<file path="src/rtl/mestre_projeto.sv">
// mestre_projeto: job controller for the polynomial unit (projeto).
//
// It accepts one job at a time over a valid/ready request handshake and
// registers the operands onto X/A/B/C. It then gives a single-cycle start
// pulse on inicio and waits for pronto. The result, or an all-ones abort
// word with erro=1 when pronto does not arrive in time, is offered over a
// valid/ready result handshake. contador counts every delivered job,
// including aborted ones, and wraps at 8 bits.
//
// Parameters
//   TIMEOUT  maximum ESPERA cycles before abort (2..255)
//   W        operand / result width
//
// Ports
//   ck                  clock, rising edge
//   rst                 asynchronous reset, active low
//   req_valid/req_ready job request handshake
//   req_X/A/B/C         job operands
//   inicio              start pulse to the polynomial unit
//   X/A/B/C             operands held for the polynomial unit
//   pronto, Resultado   completion and result from the polynomial unit
//   res_valid/res_ready result handshake
//   res_data, erro      delivered result, timeout flag
//   contador            delivered job count
module mestre_projeto #(
    parameter int TIMEOUT = 255,
    parameter int W       = 16
) (
    input  logic         ck,
    input  logic         rst,
    input  logic         req_valid,
    output logic         req_ready,
    input  logic [W-1:0] req_X,
    input  logic [W-1:0] req_A,
    input  logic [W-1:0] req_B,
    input  logic [W-1:0] req_C,
    output logic         inicio,
    output logic [W-1:0] X,
    output logic [W-1:0] A,
    output logic [W-1:0] B,
    output logic [W-1:0] C,
    input  logic         pronto,
    input  logic [W-1:0] Resultado,
    output logic         res_valid,
    input  logic         res_ready,
    output logic [W-1:0] res_data,
    output logic         erro,
    output logic [7:0]   contador
);

    typedef enum logic [1:0] {
        OCIOSO,
        DISPARA,
        ESPERA,
        ENTREGA
    } estado_t;

    // Last wait-counter value still allowed in ESPERA; reaching it with
    // pronto low ends the job as a timeout.
    localparam logic [7:0] LIMITE = 8'(TIMEOUT - 1);

    estado_t    estado;
    estado_t    proximo;
    logic [7:0] espera_cnt;

    logic aceita;
    logic conclui;
    logic expira;
    logic entrega;

    assign aceita  = (estado == OCIOSO) && req_valid;
    assign conclui = (estado == ESPERA) && pronto;
    // pronto has priority over an expiring counter in the same cycle.
    assign expira  = (estado == ESPERA) && !pronto && (espera_cnt == LIMITE);
    assign entrega = (estado == ENTREGA) && res_ready;

    // Handshake and strobe outputs decode the state directly, so the
    // asynchronous reset clears them at once.
    assign req_ready = (estado == OCIOSO);
    assign inicio    = (estado == DISPARA);
    assign res_valid = (estado == ENTREGA);

    always_ff @(posedge ck or negedge rst) begin
        if (!rst) begin
            estado <= OCIOSO;
        end else begin
            estado <= proximo;
        end
    end

    always_comb begin
        proximo = estado;
        case (estado)
            OCIOSO:  if (req_valid) proximo = DISPARA;
            DISPARA: proximo = ESPERA;
            ESPERA:  if (pronto || expira) proximo = ENTREGA;
            ENTREGA: if (res_ready) proximo = OCIOSO;
            default: proximo = OCIOSO;
        endcase
    end

    // Wait counter: cleared while the start pulse is out, so every job
    // enters ESPERA counting from zero.
    always_ff @(posedge ck or negedge rst) begin
        if (!rst) begin
            espera_cnt <= '0;
        end else if (estado == DISPARA) begin
            espera_cnt <= '0;
        end else if ((estado == ESPERA) && !pronto) begin
            espera_cnt <= espera_cnt + 8'd1;
        end
    end

    // Operands are only written on acceptance, so they stay stable for the
    // whole job and until the next one is taken.
    always_ff @(posedge ck or negedge rst) begin
        if (!rst) begin
            X <= '0;
            A <= '0;
            B <= '0;
            C <= '0;
        end else if (aceita) begin
            X <= req_X;
            A <= req_A;
            B <= req_B;
            C <= req_C;
        end
    end

    // Result capture: written once when ESPERA ends, held through ENTREGA.
    always_ff @(posedge ck or negedge rst) begin
        if (!rst) begin
            res_data <= '0;
            erro     <= 1'b0;
        end else if (conclui) begin
            res_data <= Resultado;
            erro     <= 1'b0;
        end else if (expira) begin
            res_data <= '1;
            erro     <= 1'b1;
        end
    end

    always_ff @(posedge ck or negedge rst) begin
        if (!rst) begin
            contador <= '0;
        end else if (entrega) begin
            contador <= contador + 8'd1;
        end
    end

endmodule

</file>
<file path="config.mk">
export PLATFORM = sky130hd
export DESIGN_NAME = mestre_projeto
export DESIGN_NICKNAME = d
export VERILOG_FILES = /design/src/rtl/mestre_projeto.sv
export SDC_FILE = /design/constraint.sdc
export NUM_CORES = 1
export LEC_CHECK = 0
export CAP_MARGIN = 40
export CELL_PAD_IN_SITES_DETAIL_PLACEMENT = 0
export CELL_PAD_IN_SITES_GLOBAL_PLACEMENT = 2
export CORE_MARGIN = 5
export CORE_UTILIZATION = 27
export CTS_CLUSTER_DIAMETER = 40
export DETAILED_ROUTE_END_ITERATION = 10
export PLACE_DENSITY = 0.8
export SETUP_SLACK_MARGIN = 0.15
export SYNTH_ARGS = -nofsm -noshare
export SYNTH_HDL_FRONTEND = slang
export SYNTH_SLANG_ARGS = --single-unit
</file>
<file path="constraint.sdc">
create_clock -name ck -period 2 [get_ports ck]
set_input_delay 0.4 -clock ck [delete_from_list [all_inputs] [get_ports ck]]
set_output_delay 0.4 -clock ck [all_outputs]
set_load 0.03 [all_outputs]
</file>
## Yosys cells after proc, flatten, opt, wreduce, memory -nomap -nowiden

Index checks and enable logic that the tools add are counted.
W data, S select, Z words.

- ROM bits: 0
- Memories kept: 0
- RAM bits: 0
- Bits in latches: 0
- Register bits after elaboration: 99
- Output and inout bits: 92
- Input port bits: 85
- Word-level logic and storage cells: 39

- Magnitude comparators: 0
- Bitwise operators: 0
- $add $sub $neg: 2
- Multipliers: 0
- Equal/unequal tests: 7
- Div/mod/pow operators: 0
- Shift operators: 0
- Reductions and logical operators: 11
- Muxes and demuxes: 10

Operator list:

| operator | count |
|---|---|
| $mux W16 | 2 |
| $add A8 B1 Y8 const B | 2 |
| $mux W8 | 2 |
| $eq A8 B8 Y1 const B | 1 |
| $pmux W2 S4 | 1 |
| $mux W2 | 3 |
| $logic_and A1 B1 Y1 | 5 |
| $eq A2 B2 Y1 const B | 2 |
| $ne A2 B2 Y1 const B | 2 |
| $reduce_bool A2 Y1 | 2 |
| $reduce_and A3 Y1 | 1 |
| $eq A2 B1 Y1 const B | 1 |
| $logic_not A2 Y1 | 1 |
| $mux W1 | 2 |
| $ne A2 B1 Y1 const B | 1 |
| $logic_not A1 Y1 | 1 |
| $logic_or A1 B1 Y1 | 1 |

## Longest topological paths before layout

- Word-level depth: 6
- Gate-level depth with buffers: 7
- Depth with buffers taken out: 6

## Least setup slack after synthesis

No wires, ideal clock.

- Kind: reg2reg
- Start point: register estado[0]
- End point: register A[0]
- Slack: 0.236 ns
- Data required time: 1.872 ns
- Data arrival time: 1.636 ns
- Library setup time: 0.128 ns
- Cell stages (with the launch flop): 6
- Path buffers: 1
- Clock period less this slack: 1.764 ns
- Cell sequence: dfrtp_1 inv_1 ha_1 nand2_1 buf_2 mux2_1

- Longest elaborated chain between the ends: 2

RTL lines:

| element | RTL line | RTL |
|---|---|---|
| start, declared | 62 | `estado_t estado;` |
| start signal, assigned | 87 | `estado <= proximo;` |
| $logic_not A2 Y1 | -- |  |
| net req_ready | 32 | `output logic req_ready,` |
| $logic_and A1 B1 Y1 | 71 | `assign aceita = (estado == OCIOSO) && req_valid;` |
| end signal, assigned | 124 | `A <= req_A;` |
| end, declared | 39 | `output logic [W-1:0] A,` |

The timed path passes the listed nets, and every way through them passes these cells.
A chain may end at the register's enable or synchronous reset.

## Worst setup path after layout

- Start point: register res_data[7]
- End point: output port res_data[7]

RTL lines:

| element | RTL line | RTL |
|---|---|---|
| start, declared | 46 | `output logic [W-1:0] res_data,` |
| start signal, assigned | 136 | `res_data <= Resultado;` |

No word-level cell between the ends.

==> metrics.md <==
| Metric | Value |
|---|---|
| Status | finished clean |
| Register area share after synthesis | 63.2% |
| Wire length per cell | 15.5 um |
| # IOs | 177 |
| IO buf count | 176 |
| Final hold violations | 0 |
| Pre-CTS WS | 0.162 ns |
| Fin nets | 535 |
| Layout cells sized above 1 | 8.05% |
| First-pass iteration count of the detailed router | 4 |
| Final wirelength | 9.79 mm |
| CP cell instances | clkdlybuf4s50_1 |
| Max IR drop VDD | 643 uV |
| #FFs+latches synth | 99 |
| H-tree depth | 3 |
| Post-route DRC violation count | 0 |
| Synth Warn # | 0 |
| P&R area growth vs syn | 59.5% |
| GPL Wtd Cong | 0.740 |
| LEAKAGE | 2.69 nW |
| Effective utilization at floorplan | 27.3% |
| Critical path type | flop to output port |
| PwrDens | 1710 mW/mm2 |
| Via density | 4.32 |
| Vias | 2724 |
| RSZ-0062 raised after global routing | false |
| CP delay by family, top | buffers and inverters |
| Post-CTS setup-driven buffer insertion count | 0 |
| Worst-path clk slew | 0.07 ns |
| Post-route ant nets | 0 |
| Crit path max fanout | 2 |
| Worst path max stage delay | 0.69 ns |
| Non-Filler Instances | 631 |
| Syn avg cell area | 15.1 um2 |
| CTS tree | done |
| CTS buffer count | 9 |
| Max-slew violations | 0 |
| Root buf cell | clkbuf_16 |
| Worst Path Required | 1.60 ns |
| Multi-input gate area | 0.00135 mm2 |
| Final worst-path cycle share | 89.5% |
| Detailed-placement wirelength estimate | 7.41 mm |
| FMAX | 0.559 GHz |
| Setup TNS | 0 ns |
| Num rows | 44 |
| Antenna diodes | 0 |
| Total Routing Usage GR | 11.3% |
| Clock Skews | 0.00733 ns |
| Slew Limit Headroom | 61.3% |
| Slowest stage cell, crit path | clkdlybuf4s50_1 |
| 1st-iter DRT viols | 108 |
| Die ar. | 0.0170 mm2 |
| Post-Syn Instances | 260 |
| Clk sinks | 99 |
| Fillcell total | 1324 |
| Worst-Margin Slew | 0.579 ns |
| R2R Path Start | estado[0] |
| Crit path launch | res_data[7] |
| Post-synth cell types | 31 |
| Final period demand of the worst path | 1.79 ns |
| Min-Delay Path Class | input port to asynchronous set/reset pin |
| Core area | 0.0144 mm2 |
| Post-Syn Nets | 353 |
| Mapped Area | 0.00392 mm2 |
| Worst skew pair latency | 0.34 ns |
| Largest net degree at the start of global routing | 53 |
| CP Launch Type | flop |
| Area occupied by registers | 0.00248 mm2 |
| Max_cap viols | 0 |
| DP Area | 0.00592 mm2 |
| Die Width | 130 um |
| Vias in the first global route | 2863 |
| Post-route setup slack | 0.210 ns |
| Global-route wire length before repair | 15.0 mm |
| Initial antenna violation count | 0 |
| GR Overflow Total | 0 |
| Design Area, Final | 0.00625 mm2 |
| Die Ht | 130 um |
| WP data arrival | 1.39 ns |
| Placed cell count | 615 |
| Bufs and invs on worst path | 1 |
| Setup violators final | 0 |
| CTS max path bufs | 2 |
| Crit. End Element | output port |
-- cell usage after synthesis (all sizes together) --
cell	n	share of area, %
o22a	16	3.6
clkbuf	1	0.096
and3	3	0.51
nor2b	1	0.35
o32a	1	0.26
nand2	7	0.67
nand4	7	1.1
and3b	1	0.22
inv	6	0.57
xor2	8	1.8
o22ai	1	0.16
nor2	11	1.1
dfrtp	99	63
and2b	1	0.19
mux2	66	19
o21a	1	0.38
xnor2	6	1.3
a21oi	2	0.26
nand3	1	0.13
mux2i	1	0.26
and2	1	0.16
buf	10	1.8
o21ai	1	0.22
ha	8	2.6
-- cells in the final DEF (no fill, tap or decap), drive strengths merged --
master           n
clkdlybuf4s50  165
dfrtp           99
mux2            66
o22a            16
clkbuf          14
nor2            11
xor2             8
ha               8
nand4            7
nand2            7
buf              7
inv              6
xnor2            6
dlygate4sd2      6
and3             3
a21oi            2
bufinv           2
dlymetal6s2s     2
nand3            1
o21a             1
o22ai            1
and2b            1
o21ai            1
nor2b            1
o32a             1
and2             1
mux2i            1
and3b            1
clkinv           1
clkdlybuf4s15    1
-- repair_timing --
item / CTS / global route
hold buffers: 0 / 0
pin swaps: 0 / 0
resized for setup: 10 / 4
setup endpoints to repair: 8 / 3
-- power by group --
part | internal, mW | switching, mW | total (mW)
combinational | 2.40 | 2.95 | 5.35
clock | 1.20 | 0.716 | 1.92
sequential | 2.92 | 0.495 | 3.41
total | 6.52 | 4.16 | 10.7
-- cells by family (layout without fill, tap and decap cells) --
family,Yosys count,count (layout),synth area share (%)
flip-flops,99,99,63.2
multiplexers,67,67,19.3
AND/OR/NAND/NOR,33,33,4.47
AO/OA/AOI/OAI,22,22,4.85
buffers and inverters,17,204,2.46
XOR/XNOR,14,14,3.13
adder cells (fa/ha/maj),8,8,2.55
-- metal layers --
layer  track usage [%]  share of wire [%]  up-vias
met3              3.98                9.9       13
li1                  -                  -     1277
met1              14.7                 43     1314
met4              4.96                2.1        0
met2              17.2                 45      120
met5                 0                  0        -
-- metrics by stage --
stage	hold slack (ns)	power [mW]	utilization [%]
6_report	0.00923	10.7	43.5
3_3_place_gp	0.378	8.85	41.2
2_1_floorplan	0.104	6.51	-
5_1_grt	0.0338	11.3	43.5
4_1_cts	0.0126	10.9	43.5
3_5_place_dp	0.390	8.95	41.2
-- flip-flops by register name, summed over array words and instances (netlist names) --
register	count
A	16
B	16
C	16
X	16
contador	8
erro	1
espera_cnt	8
estado	2
res_data	16
-- path summary, 6_finish.rpt --
kind	endpoint	slack, ns	depth (start not counted)
max	res_data[7]	0.21	1
min	B[8]	0.009	1
max reg2reg	res_data[4]	0.31	4
min reg2reg	contador[7]	0.48	1
max in group asynchronous	contador[1]	1.41	2
min in group ck	contador[7]	0.48	1
-- final cells by class --
| type | instances | share of cell area [%] |
|---|---|---|
| Clock buffer | 13 | 4.32 |
| Inverter | 6 | 0.360 |
| Clock inverter | 3 | 1.10 |
| Timing Repair Buffer | 182 | 29.4 |
| Multi-Input combinational cell | 144 | 21.6 |
| Sequential cell | 99 | 39.6 |
| Tap cell | 184 | 3.68 |
No activity file was read; power rests on OpenSTA's default activity.
